## src/rtl/config_reg_ctrl.sv

```systemverilog
// Boot loader and round-robin arbiter in front of the 8 x 16-bit config_reg port.
// States: INIT boot writes | IDLE arbitrate | WR write + ack | RD_ADDR present address | RD_CAP read ack
module config_reg_ctrl #(
    parameter int           NUM_INIT  = 8,
    parameter logic [127:0] INIT_VALS = 128'h0007_0006_0005_0004_0003_0002_0001_0000
) (
    input  logic        clk,
    input  logic        reset,
    output logic        init_done,
    input  logic        m0_req,
    input  logic        m0_we,
    input  logic [2:0]  m0_addr,
    input  logic [15:0] m0_wdata,
    output logic        m0_ack,
    output logic [15:0] m0_rdata,
    input  logic        m1_req,
    input  logic        m1_we,
    input  logic [2:0]  m1_addr,
    input  logic [15:0] m1_wdata,
    output logic        m1_ack,
    output logic [15:0] m1_rdata,
    output logic        cfg_write,
    output logic [2:0]  cfg_address,
    output logic [15:0] cfg_data_in,
    input  logic [15:0] cfg_data_out
);

    typedef enum logic [2:0] {
        S_INIT    = 3'd0,
        S_IDLE    = 3'd1,
        S_WR      = 3'd2,
        S_RD_ADDR = 3'd3,
        S_RD_CAP  = 3'd4
    } state_t;

    localparam logic [2:0] LAST_IDX = 3'(NUM_INIT - 1);

    state_t      state_q, state_d;
    logic [2:0]  init_idx_q, init_idx_d;
    logic        last_served_q, last_served_d;
    logic        master_q, master_d;
    logic        init_done_q, init_done_d;
    logic        cfg_write_q, cfg_write_d;
    logic [2:0]  cfg_address_q, cfg_address_d;
    logic [15:0] cfg_data_in_q, cfg_data_in_d;
    logic        m0_ack_q, m0_ack_d;
    logic        m1_ack_q, m1_ack_d;
    logic [15:0] m0_rdata_q, m0_rdata_d;
    logic [15:0] m1_rdata_q, m1_rdata_d;

    logic        grant_m0;
    logic        grant_m1;
    logic        sel_we;

    always_comb begin
        state_d       = state_q;
        init_idx_d    = init_idx_q;
        last_served_d = last_served_q;
        master_d      = master_q;
        init_done_d   = init_done_q;
        cfg_write_d   = 1'b0;
        cfg_address_d = cfg_address_q;
        cfg_data_in_d = cfg_data_in_q;
        m0_ack_d      = 1'b0;
        m1_ack_d      = 1'b0;
        m0_rdata_d    = m0_rdata_q;
        m1_rdata_d    = m1_rdata_q;
        grant_m0      = 1'b0;
        grant_m1      = 1'b0;
        sel_we        = 1'b0;

        case (state_q)
            S_INIT: begin
                cfg_write_d   = 1'b1;
                cfg_address_d = init_idx_q;
                cfg_data_in_d = INIT_VALS[{init_idx_q, 4'b0000} +: 16];
                if (init_idx_q == LAST_IDX) begin
                    state_d = S_IDLE;
                end else begin
                    init_idx_d = init_idx_q + 3'd1;
                end
            end
            S_IDLE: begin
                init_done_d = 1'b1;
                // On a tie the master that was not served last wins.
                grant_m0 = m0_req && (!m1_req || last_served_q);
                grant_m1 = m1_req && !grant_m0;
                if (grant_m0 || grant_m1) begin
                    master_d      = grant_m1;
                    last_served_d = grant_m1;
                    sel_we        = grant_m1 ? m1_we : m0_we;
                    cfg_address_d = grant_m1 ? m1_addr : m0_addr;
                    if (sel_we) begin
                        cfg_write_d   = 1'b1;
                        cfg_data_in_d = grant_m1 ? m1_wdata : m0_wdata;
                        m0_ack_d      = grant_m0;
                        m1_ack_d      = grant_m1;
                        state_d       = S_WR;
                    end else begin
                        state_d = S_RD_ADDR;
                    end
                end
            end
            S_WR: begin
                state_d = S_IDLE;
            end
            S_RD_ADDR: begin
                if (master_q) begin
                    m1_rdata_d = cfg_data_out;
                    m1_ack_d   = 1'b1;
                end else begin
                    m0_rdata_d = cfg_data_out;
                    m0_ack_d   = 1'b1;
                end
                state_d = S_RD_CAP;
            end
            S_RD_CAP: begin
                state_d = S_IDLE;
            end
            default: begin
                state_d = S_IDLE;
            end
        endcase
    end

    always_ff @(posedge clk or posedge reset) begin
        if (reset) begin
            state_q       <= S_INIT;
            init_idx_q    <= 3'd0;
            last_served_q <= 1'b1;
            master_q      <= 1'b0;
            init_done_q   <= 1'b0;
            cfg_write_q   <= 1'b0;
            cfg_address_q <= 3'd0;
            cfg_data_in_q <= 16'h0000;
            m0_ack_q      <= 1'b0;
            m1_ack_q      <= 1'b0;
            m0_rdata_q    <= 16'h0000;
            m1_rdata_q    <= 16'h0000;
        end else begin
            state_q       <= state_d;
            init_idx_q    <= init_idx_d;
            last_served_q <= last_served_d;
            master_q      <= master_d;
            init_done_q   <= init_done_d;
            cfg_write_q   <= cfg_write_d;
            cfg_address_q <= cfg_address_d;
            cfg_data_in_q <= cfg_data_in_d;
            m0_ack_q      <= m0_ack_d;
            m1_ack_q      <= m1_ack_d;
            m0_rdata_q    <= m0_rdata_d;
            m1_rdata_q    <= m1_rdata_d;
        end
    end

    assign init_done   = init_done_q;
    assign cfg_write   = cfg_write_q;
    assign cfg_address = cfg_address_q;
    assign cfg_data_in = cfg_data_in_q;
    assign m0_ack      = m0_ack_q;
    assign m1_ack      = m1_ack_q;
    assign m0_rdata    = m0_rdata_q;
    assign m1_rdata    = m1_rdata_q;

endmodule

```

## config.mk

```make
export PLATFORM = sky130hd
export DESIGN_NAME = config_reg_ctrl
export DESIGN_NICKNAME = d
export VERILOG_FILES = /design/src/rtl/config_reg_ctrl.sv
export SDC_FILE = /design/constraint.sdc
export NUM_CORES = 1
export LEC_CHECK = 0
export ABC_AREA = 0
export BUFFER_PORTS_ARGS = -buffer_cell sky130_fd_sc_hd__buf_4
export CORE_MARGIN = 5
export CORE_UTILIZATION = 43
export DETAILED_ROUTE_END_ITERATION = 16
export HOLD_SLACK_MARGIN = 0.03
export PLACE_DENSITY = 0.78
export SKIP_CTS_REPAIR_TIMING = 1
export SYNTH_ARGS = -nofsm -noshare
export SYNTH_HDL_FRONTEND = slang
export SYNTH_SLANG_ARGS = --single-unit
```

## constraint.sdc

```tcl
create_clock -name clk -period 1.6 [get_ports clk]
set_clock_uncertainty 0.05 [all_clocks]
set_input_delay 0.16 -clock clk [delete_from_list [all_inputs] [get_ports clk]]
set_output_delay 0.16 -clock clk [all_outputs]
set_load 0.05 [all_outputs]
```

# ---- Word-level counts from Yosys, hierarchy flattened
# Cells that the tools add are included.
dict set report totals {
  out_inout_bits 55
  input_bits 60
  register_bits 63
}
dict set report classes {
  n_shift 1
  n_reduce_logical 15
  n_mux 23
  n_addsub 1
  bitwise 2
  n_eq_ne 6
}
# operator n
set op_table {}
lappend op_table {{$shiftx 128x8->16 const A} 1}
lappend op_table {{$mux 16} 3}
lappend op_table {{$pmux 16 s2} 1}
lappend op_table {{$mux 3} 4}
lappend op_table {{$reduce_and 2->1} 6}
lappend op_table {{$mux 1} 10}
lappend op_table {{$pmux 3 s3} 1}
lappend op_table {{$ne 2x2->1 const B} 3}
lappend op_table {{$pmux 1 s2} 3}
lappend op_table {{$pmux 3 s2} 1}
lappend op_table {{$add 3x1->3 const B} 1}
lappend op_table {{$eq 3x1->1 const B} 1}
lappend op_table {{$eq 3x2->1 const B} 1}
lappend op_table {{$eq 3x3->1 const B} 1}
lappend op_table {{$logic_not 3->1} 1}
lappend op_table {{$reduce_and 3->1} 1}
lappend op_table {{$logic_and 1x1->1} 2}
lappend op_table {{$logic_not 1->1} 2}
lappend op_table {{$logic_or 1x1->1} 2}
lappend op_table {{$not 1->1} 2}
lappend op_table {{$reduce_bool 2->1} 1}

# ---- Logic depth before layout (Yosys ltp)
# Gate-level depths: netlist of the first run.
dict set report depth {
  depth_word 9
  depth_mapped 6
  mapped_depth_nobuf 5
}

# ---- Least setup slack after synthesis of the first run
# No wires, ideal clock.
dict set report synth_path {
  path_type {reg2reg}
  from {reg state_q[2]}
  to {reg m0_rdata_q[0], in the netlist m0_rdata[0]}
  setup_time_ns 0.125
  n_path_buf 3
  t_arrival_ns 1.390
  path_slack_ns 0.034
  stages_incl_launch_ff 7
  path_cell_list {dfrtp_1 -> and3b_1 -> buf_6 -> nor2b_4 -> buf_6 -> buf_12 -> mux2_4}
}
dict set report synth_via {
  elab_chain_len 2
}
# element line_no
set synth_lines {}
lappend synth_lines {{from (decl)} 38} ;# state_t state_q, state_d;
lappend synth_lines {{from (signal assigned)} 141} ;# state_q <= state_d;
lappend synth_lines {{$eq 3x2->1} 72} ;# case (state_q)
lappend synth_lines {{$reduce_and 2->1 (no source line)} --}
lappend synth_lines {{to (signal assigned)} 151} ;# m0_rdata_q <= m0_rdata_d;
lappend synth_lines {{to (decl)} 48} ;# logic [15:0] m0_rdata_q, m0_rdata_d;
# Every way passes these cells.
# A chain may end at the register's enable or synchronous reset.

# ---- Worst setup path after layout of the first run
dict set report layout_path {
  from {reg state_q[2]}
  to {reg m0_rdata_q[12], in the netlist m0_rdata[12]}
}
# The elaborated chain is that of the path after synthesis.

==> results of run 1 <==
## power by group through the flow
| stage | combinational (mW) | sequential, mW | clock (mW) |
|---|---|---|---|
| floorplan | 1.68 | 5.24 | 0 |
| global placement | 5.74 | 2.88 | 0 |
| detailed placement | 5.83 | 2.91 | 0 |
| CTS | 5.83 | 2.90 | 1.23 |
| global route | 6.20 | 3.00 | 1.29 |
| finish | 5.89 | 2.89 | 1.19 |
## through the flow
| step | cell area, µm² | total power, mW | cells | setup slack [ns] |
|---|---|---|---|---|
| finish | 4120 | 9.97 | 416 | 0.0302 |
| floorplan | 2760 | 6.92 | 186 | 0.0345 |
| CTS | 3930 | 9.96 | 400 | -0.0290 |
| detailed placement | 3760 | 8.74 | 384 | -0.0153 |
| global route | 4120 | 10.5 | 416 | -0.0489 |
| global placement | 3760 | 8.62 | 384 | 0.0448 |
## area by class of cell
class | instances | area, µm² | share of cell area [%]
clock buffer | 15 | 166 | 4.04
clock inverter | 1 | 5.00 | 0.121
inverter | 2 | 11.3 | 0.273
multi-input combinational | 112 | 1100 | 26.8
sequential | 63 | 1580 | 38.3
tap | 77 | 96.3 | 2.34
timing repair buffer | 146 | 1160 | 28.1
## sequential cells by signal (all words and copies together), names as in the netlist
signal and flops:
master_q 1, cfg_address 3, init_done 1, last_served_q 1, state_q 3, m1_ack 1
cfg_write 1, m0_rdata 16, m0_ack 1, m1_rdata 16, init_idx_q 3, cfg_data_in 16
## routing by layer
metal  wire (µm)  global-route usage (%)  vias to the layer above  share of wire [%]
met5           0                       0                        -                  0
met4         114                    6.70                        0                1.8
met3         415                    4.92                        9                6.4
met2        3210                    25.2                       66                 50
met1        2720                    19.1                      970                 42
li1            -                       -                      985                  -
## final timing paths
| kind | cells past startpoint | to | slack, ns | from |
|---|---|---|---|---|
| worst max-delay path | 4 | m0_rdata[12] | 0.03 | state_q[2] |
| worst min-delay path | 2 | m1_rdata[8] | 0.03 | cfg_data_out[8] |
| worst max register to register | 4 | m0_rdata[12] | 0.03 | state_q[2] |
| worst min register to register | 1 | init_done | 0.42 | init_done |
| max in group asynchronous | 4 | m1_rdata[14] | 0.60 | reset |
| min in group asynchronous | 3 | m0_rdata[1] | 0.33 | reset |
## layout by cell type (no fill, tap or decap), types with 3 or more instances in the layout
cell	netlist	final
nor3b_1	4	3
buf_4	3	129
mux2_4	9	10
o21ai_0	4	3
clkbuf_8	0	11
o2bb2ai_1	13	13
mux2_2	25	24
nand2_1	3	3
o221a_2	3	3
nor2_1	3	3
mux2i_1	17	16
a211oi_1	3	3
dfrtp_1	62	61
a21o_1	3	3
and3b_1	4	3
clkbuf_1	0	4
dlygate4sd3_1	0	15
## worst reg2reg max path: stages, from the launching register on
cell,delay (ns)
dfrtp_2,0.44
and3b_2,0.28
nor2b_4,0.18
buf_12,0.17
mux2_2,0.34
## kinds of logic after synthesis
logic type / Yosys count / synth area share, %
flops: 63 / 57.3
xor+xnor: 1 / 0.318
mux: 51 / 21.3
compound gates: 31 / 9.95
buf+inv: 11 / 3.63
simple gates: 27 / 6.59
fa+ha+maj: 2 / 0.909
## Yosys cell counts, drive strengths merged, types with 2 or more instances
| cell | count |
|---|---|
| o221a | 3 |
| dfrtp | 62 |
| nand2b | 3 |
| ha | 2 |
| inv | 2 |
| mux2 | 34 |
| nand2 | 4 |
| o21ai | 4 |
| mux2i | 17 |
| a21o | 4 |
| o2bb2ai | 13 |
| a211oi | 3 |
| buf | 9 |
| nor3b | 4 |
| nor2 | 6 |
| and3b | 4 |
==> impl_metrics.toml, run 1 <==
[clock_network]
clock-sinks = 63
cts_buffers = 9
root_buffer = "clkbuf_8"
cts_tree = "yes"
clkTransAtPathRegs_ns = 0.06
clockBufferDepth = 2
clk_latency_ns = 0.32
cts_max_level = 3

[worst_setup_path]
crit_path_max_fanout = 15
worstPathRequired_ns = 1.75
critPathBufInv = 1
worstPathCellList = "and3b_2, nor2b_4, buf_12, mux2_2"
path_delay_family = "simple AND/OR/NAND/NOR gates"
start_kind = "register"
end_kind = "register"
critPathSlowestCell = "dfrtp_2"
slowest_delay_ns = 0.44
critPathKind = "register to register"
arrival_ns = 1.72

[timing]
hold_viol = 0
fin_setup_tns_ns = 0
final-max-slew-violation-count = 0
fin_crit_ns = 1.57
slew_headroom_pct = 75.6
finalSetupViolations = 0
hold_ws_ns = 0.0348
fmax_ghz = 0.637
worst_pin_slew_ns = 0.365
finalCritPeriodShare_pct = 98.1
rsz0062_at_grt = "true"

[synthesis]
synth_nets = 248
syn_inst = 186
ys_seq_area_share_pct = 57.3
synth_cell_types = 37
synth_flop_cell = "dfrtp_1"
ys_warn_count = 0
ys_seq_elements = 63
synth_top_area_cell = "dfrtp_1"
syn_area_per_cell_um2 = 14.8
syn_area_um2 = 2750
synth_edf_count = 0
synth_area_leaders = "dfrtp_1, mux2_2, mux2i_1"
yosysTopAreaCellShare_pct = 56.3
synthArstFlopShare_pct = 100

[status]
status = "completed"

[floorplan]
dieWidth_um = 90.0
row_count = 29
fp.dieH_um = 90.0
core_area_um2 = 6280
ios = 115
die-area_um2 = 8100
initial_utilization_pct = 43.9

[power_and_ir_drop]
p_comb_share_pct = 59.0
pwr-share-seq_pct = 29.0
p_leak_nw = 2.02
p_int_mw = 5.28
ir_drop_v = 0.00166
power_density_nw_per_um2 = 2420
power.switching_mw = 4.69
clkPwrFrac_pct = 12.0
netSwitchingFraction_pct = 47.0

[global_routing]
grt_antenna_before_repair = 0
grt_use_total_pct = 15.6
grt_pass1_vias = 2132
grt_max_degree = 22
grt-ovfl-total = 0
grt_pass1_wl_mm = 10.2

[cells_and_area]
nFillCells = 486
drive_above_1_share_pct = 57.5
synthToLayoutAreaGrowth_pct = 49.7
antenna_cells = 0
post-route-util_pct = 65.7
final_net_count = 396

[drt]
wl_per_cell_um = 15.5
vias = 2030
wl_mm = 6.47
drt_pass1_iterations = 4
vias_per_cell = 4.88
route.detailed.drc = 0
drt_iter0_markers = 41
drtAntennaViolNets = 0

[min_path]
hold_path_class = "primary input to register"

[job]
drv_cap = 0

[placed_design]
port_buffers = 114
gp_congestion = 0.748
dp_hpwl_mm = 4.97
Note: power is estimated with default switching activity, not from simulation.
==> inputs of run 2 (changes only) <==
CELL_PAD_IN_SITES_DETAIL_PLACEMENT = 0   (was default)
CELL_PAD_IN_SITES_GLOBAL_PLACEMENT = 1   (was default)
CORE_UTILIZATION = 34   (was 43)
==> run 2 against run 1 <==
  * Clock power grew 39%
  * Total power grew 3.7%
  * Combinational power shrank 1%
  * Sequential power is essentially flat
==> impl_metrics.toml, run 2 (synthesized netlist as in run 1, its figures left out) <==
[global_routing]
grt_pass1_wl_mm = 10.5
grt_use_total_pct = 13.3
grt-ovfl-total = 0
grt_pass1_vias = 2142
grt_antenna_before_repair = 0
grt_max_degree = 64

[timing]
fmax_ghz = 0.632
fin_crit_ns = 1.58
finalSetupViolations = 0
slew_headroom_pct = 77.5
finalCritPeriodShare_pct = 98.8
hold_viol = 0
setup_ws_ns = 0.0185
rsz0062_at_grt = "true"
worst_pin_slew_ns = 0.337
final-max-slew-violation-count = 0

[clock_network]
clock-sinks = 63
cts_max_level = 3
cts_tree = "yes"
root_buffer = "clkbuf_8"
clkTransAtPathRegs_ns = 0.07
clk_latency_ns = 0.33
cts_buffers = 9
clockBufferDepth = 2

[drt]
vias_per_cell = 4.67
drtAntennaViolNets = 0
route.detailed.drc = 0
vias = 2045
drt_iter0_markers = 39
wl_mm = 6.67
drt_pass1_iterations = 4
wl_per_cell_um = 15.2

[placed_design]
dpl.cell_count = 406
gp_congestion = 0.706
dpl_cell_area_um2 = 3780
pre_cts_slack_ns = -0.0247
port_buffers = 114
dp_hpwl_mm = 4.92

[power_and_ir_drop]
p_leak_nw = 2.04
p_comb_share_pct = 56.2
netSwitchingFraction_pct = 45.7
ir_drop_v = 0.000860
power.switching_mw = 4.73
pwr-share-seq_pct = 27.9
clkPwrFrac_pct = 16.0
power_density_nw_per_um2 = 2460
p_int_mw = 5.62

[cells_and_area]
fin_area_um2 = 4210
final_common_cell = "buf_4"
stdcell_count = 438
drive_above_1_share_pct = 57.7
final_net_count = 393
layout_common_cells = "buf_4, dfrtp_1, mux2_2"
nFillCells = 679
synthToLayoutAreaGrowth_pct = 52.7
antenna_cells = 0

[worst_setup_path]
critPathKind = "register to register"
worstPathRequired_ns = 1.76
start_kind = "register"
arrival_ns = 1.74
end_kind = "register"
crit_path_max_fanout = 17

[status]
status = "completed"

[floorplan]
core_area_um2 = 7810
ios = 115
dieWidth_um = 100
initial_utilization_pct = 35.3
row_count = 32
fp.dieH_um = 100
die-area_um2 = 10000

[min_path]
hold_path_class = "primary input to register"

[job]
drv_cap = 0
-- run 2: changes by cell type in the layout (fill, tap and decap cells not counted), sizes merged --
cell / change
clkbuf: -5
buf: -4
bufinv: +3
clkinv: +2
dlygate4sd3: +1
-- run 2: layout make-up --
type,instances,area [µm²],area share [%]
Tap cell,102,128,3.03
Clock buffer,10,128,3.03
Sequential cell,63,1580,37.5
Multi-Input combinational cell,112,1100,26.1
Timing Repair Buffer,143,1150,27.5
Inverter,2,11.3,0.268
Clock inverter,6,109,2.59
-- run 2: worst paths after layout --
path | from | end | slack, ns | cells after the start
min | cfg_data_out[13] | m1_rdata[13] | 0.02 | 2
max reg2reg | state_q[2] | m0_rdata[10] | 0.02 | 4
max | state_q[2] | m0_rdata[10] | 0.02 | 4
min in group asynchronous | reset | m0_rdata[9] | 0.42 | 4
min reg2reg | init_done | init_done | 0.43 | 1
max in group asynchronous | reset | last_served_q | 0.78 | 4
-- run 2: worst max-delay path, cell delays in order (launching register included) --
cell and delay [ns]:
dfrtp_2 0.44, and3b_2 0.28, nor2b_4 0.17, buf_12 0.18, mux2_2 0.34
-- run 2: per-layer routing --
layer / vias to the layer above / share of wire [%] / GRT usage (%)
met4: 0 / 1.5 / 4.97
met3: 10 / 6.4 / 3.68
met5: - / 0 / 0
met2: 65 / 49 / 21.3
li1: 982 / - / -
met1: 988 / 43 / 17.3
-- run 2: through the flow --
stage	hold WS [ns]	TNS, ns	util [%]	power [mW]
2_1_floorplan	0.235	0	-	6.92
3_3_place_gp	0.228	-0.0225	48.5	8.63
3_5_place_dp	0.233	-0.158	48.5	8.72
4_1_cts	-0.133	-0.361	51.5	10.4
5_1_grt	0.0179	-0.253	53.9	10.9
6_report	0.0217	0	53.9	10.3
-- run 2: power groups by stage --
stage,sequential (mW),combinational (mW),clock [mW]
floorplan,5.24,1.68,0
global placement,2.89,5.75,0
detailed placement,2.90,5.82,0
CTS,2.89,5.82,1.69
global route,2.99,6.12,1.75
finish,2.88,5.81,1.65
==> inputs of run 3 (changes only) <==
REMOVE_ABC_BUFFERS = 1   (was default)
==> run 3 against run 2 <==
  * Core utilization up 0.95 points
  * Routed wire length is 4.9% higher
  * Total power fell by 0.44%
  * Clock-buffer cell count stayed put
  * Flip-flop and latch count unchanged
  * Worst hold slack better by 0.035 ns
  * Sequential share of layout area down 0.65 points
  * Clock power is 15% lower
  * Via count rose by 2.4%
  * Non-clock buffer count grew 10
  * Die area unchanged
  * Largest cell class unchanged
==> impl_metrics.toml, run 3 (synthesized netlist as in run 1, its figures left out) <==
[status]
status = "completed"

[timing]
final-max-slew-violation-count = 0
worst_pin_slew_ns = 0.334
setup_ws_ns = 0.0183
fin_crit_ns = 1.58
finalCritPeriodShare_pct = 98.9
fmax_ghz = 0.632
hold_viol = 0
finalSetupViolations = 0
rsz0062_at_grt = "true"
hold_ws_ns = 0.0572
slew_headroom_pct = 77.7

[worst_setup_path]
cp-startpoint = "state_q[2]"
end_kind = "register"
rr_startpoint = "state_q[2]"
critPathSlowestCell = "dfrtp_2"
crit_path_max_fanout = 6
worstPathCellList = "and3b_2, nor2b_4, clkbuf_16, mux2_4"
slowest_delay_ns = 0.43
arrival_ns = 1.75
worstPathRequired_ns = 1.77
critPathKind = "register to register"
start_kind = "register"

[cells_and_area]
fin_area_um2 = 4280
drive_above_1_share_pct = 58.7
antenna_cells = 0
final_common_cell = "buf_4"
layout_common_cells = "buf_4, dfrtp_1, mux2_2"
synthToLayoutAreaGrowth_pct = 55.4
post-route-util_pct = 54.8
final_net_count = 403

[clock_network]
root_buffer = "clkbuf_8"
clockBufferDepth = 2
clock-sinks = 63
clkTransAtPathRegs_ns = 0.08
clk_latency_ns = 0.33
cts_max_level = 3
cts_buffers = 9
cts_tree = "yes"

[floorplan]
row_count = 32
ios = 115
fp.dieH_um = 100
core_area_um2 = 7810
die-area_um2 = 10000
initial_utilization_pct = 35.3
dieWidth_um = 100

[global_routing]
grt_pass1_wl_mm = 11.0
grt_pass1_vias = 2236
grt_max_degree = 32
grt-ovfl-total = 0
grt_antenna_before_repair = 0
grt_use_total_pct = 13.9

[min_path]
hold_path_class = "primary input to register"
hp-start = "m0_wdata[10]"

[drt]
route.detailed.drc = 0
wl_per_cell_um = 15.6
vias = 2095
wl_mm = 7.00
vias_per_cell = 4.68
drtAntennaViolNets = 0
drt_pass1_iterations = 4
drt_iter0_markers = 30

[placed_design]
gp_congestion = 0.789
pre_cts_slack_ns = 0.0467
dp_hpwl_mm = 5.23
port_buffers = 114
dpl_cell_area_um2 = 3810

[power_and_ir_drop]
ir_drop_v = 0.00101
power_density_nw_per_um2 = 2410
p_leak_nw = 2.10

[job]
drv_cap = 0
-- run 3: critical path, delay by kind of cell (launching register included) --
family,cells,cell delay (ns)
AND/OR/NAND/NOR,2,0.51
flip-flops,1,0.43
multiplexers,1,0.30
buffers and inverters,1,0.19
-- run 3: path summary, 6_finish.rpt --
| check | cells past startpoint | slack (ns) | end |
|---|---|---|---|
| hold reg to reg | 1 | 0.43 | init_done |
| setup / recovery | 4 | 0.02 | m0_rdata[0] |
| max in group asynchronous | 4 | 0.73 | state_q[2] |
| hold / removal | 3 | 0.06 | cfg_data_in[10] |
| setup reg to reg | 4 | 0.02 | m0_rdata[0] |
| min in group asynchronous | 3 | 0.28 | m1_rdata[0] |
-- run 3: through the flow --
stage,setup TNS [ns],instances,power (mW)
floorplan,-16.01,177,6.77
global placement,0,412,8.69
detailed placement,0,412,8.77
CTS,0,428,10.2
global route,-0.107,448,10.8
finish,0,448,10.3
-- run 3: final cells by class --
type / instances / area, µm²
clock buffer: 10 / 138
clock inverter: 6 / 68.8
fill: 677 / 3530
inverter: 2 / 7.51
multi-input combinational: 112 / 1120
sequential: 63 / 1580
tap: 102 / 128
timing repair buffer: 153 / 1240
-- run 3: metal layers --
metal  vias up  track usage, %  wire length (µm)
li1        998               -                 -
met4         0            5.91               112
met2        57            22.7              3590
met5         -               0                 0
met3        12            4.66               380
met1      1028            16.8              2920
-- run 3: power by group --
part           leakage [nW]  internal, mW  switching (mW)
clock network         0.103         0.770           0.641
registers             0.763          2.40           0.494
logic                  1.23          2.32            3.67
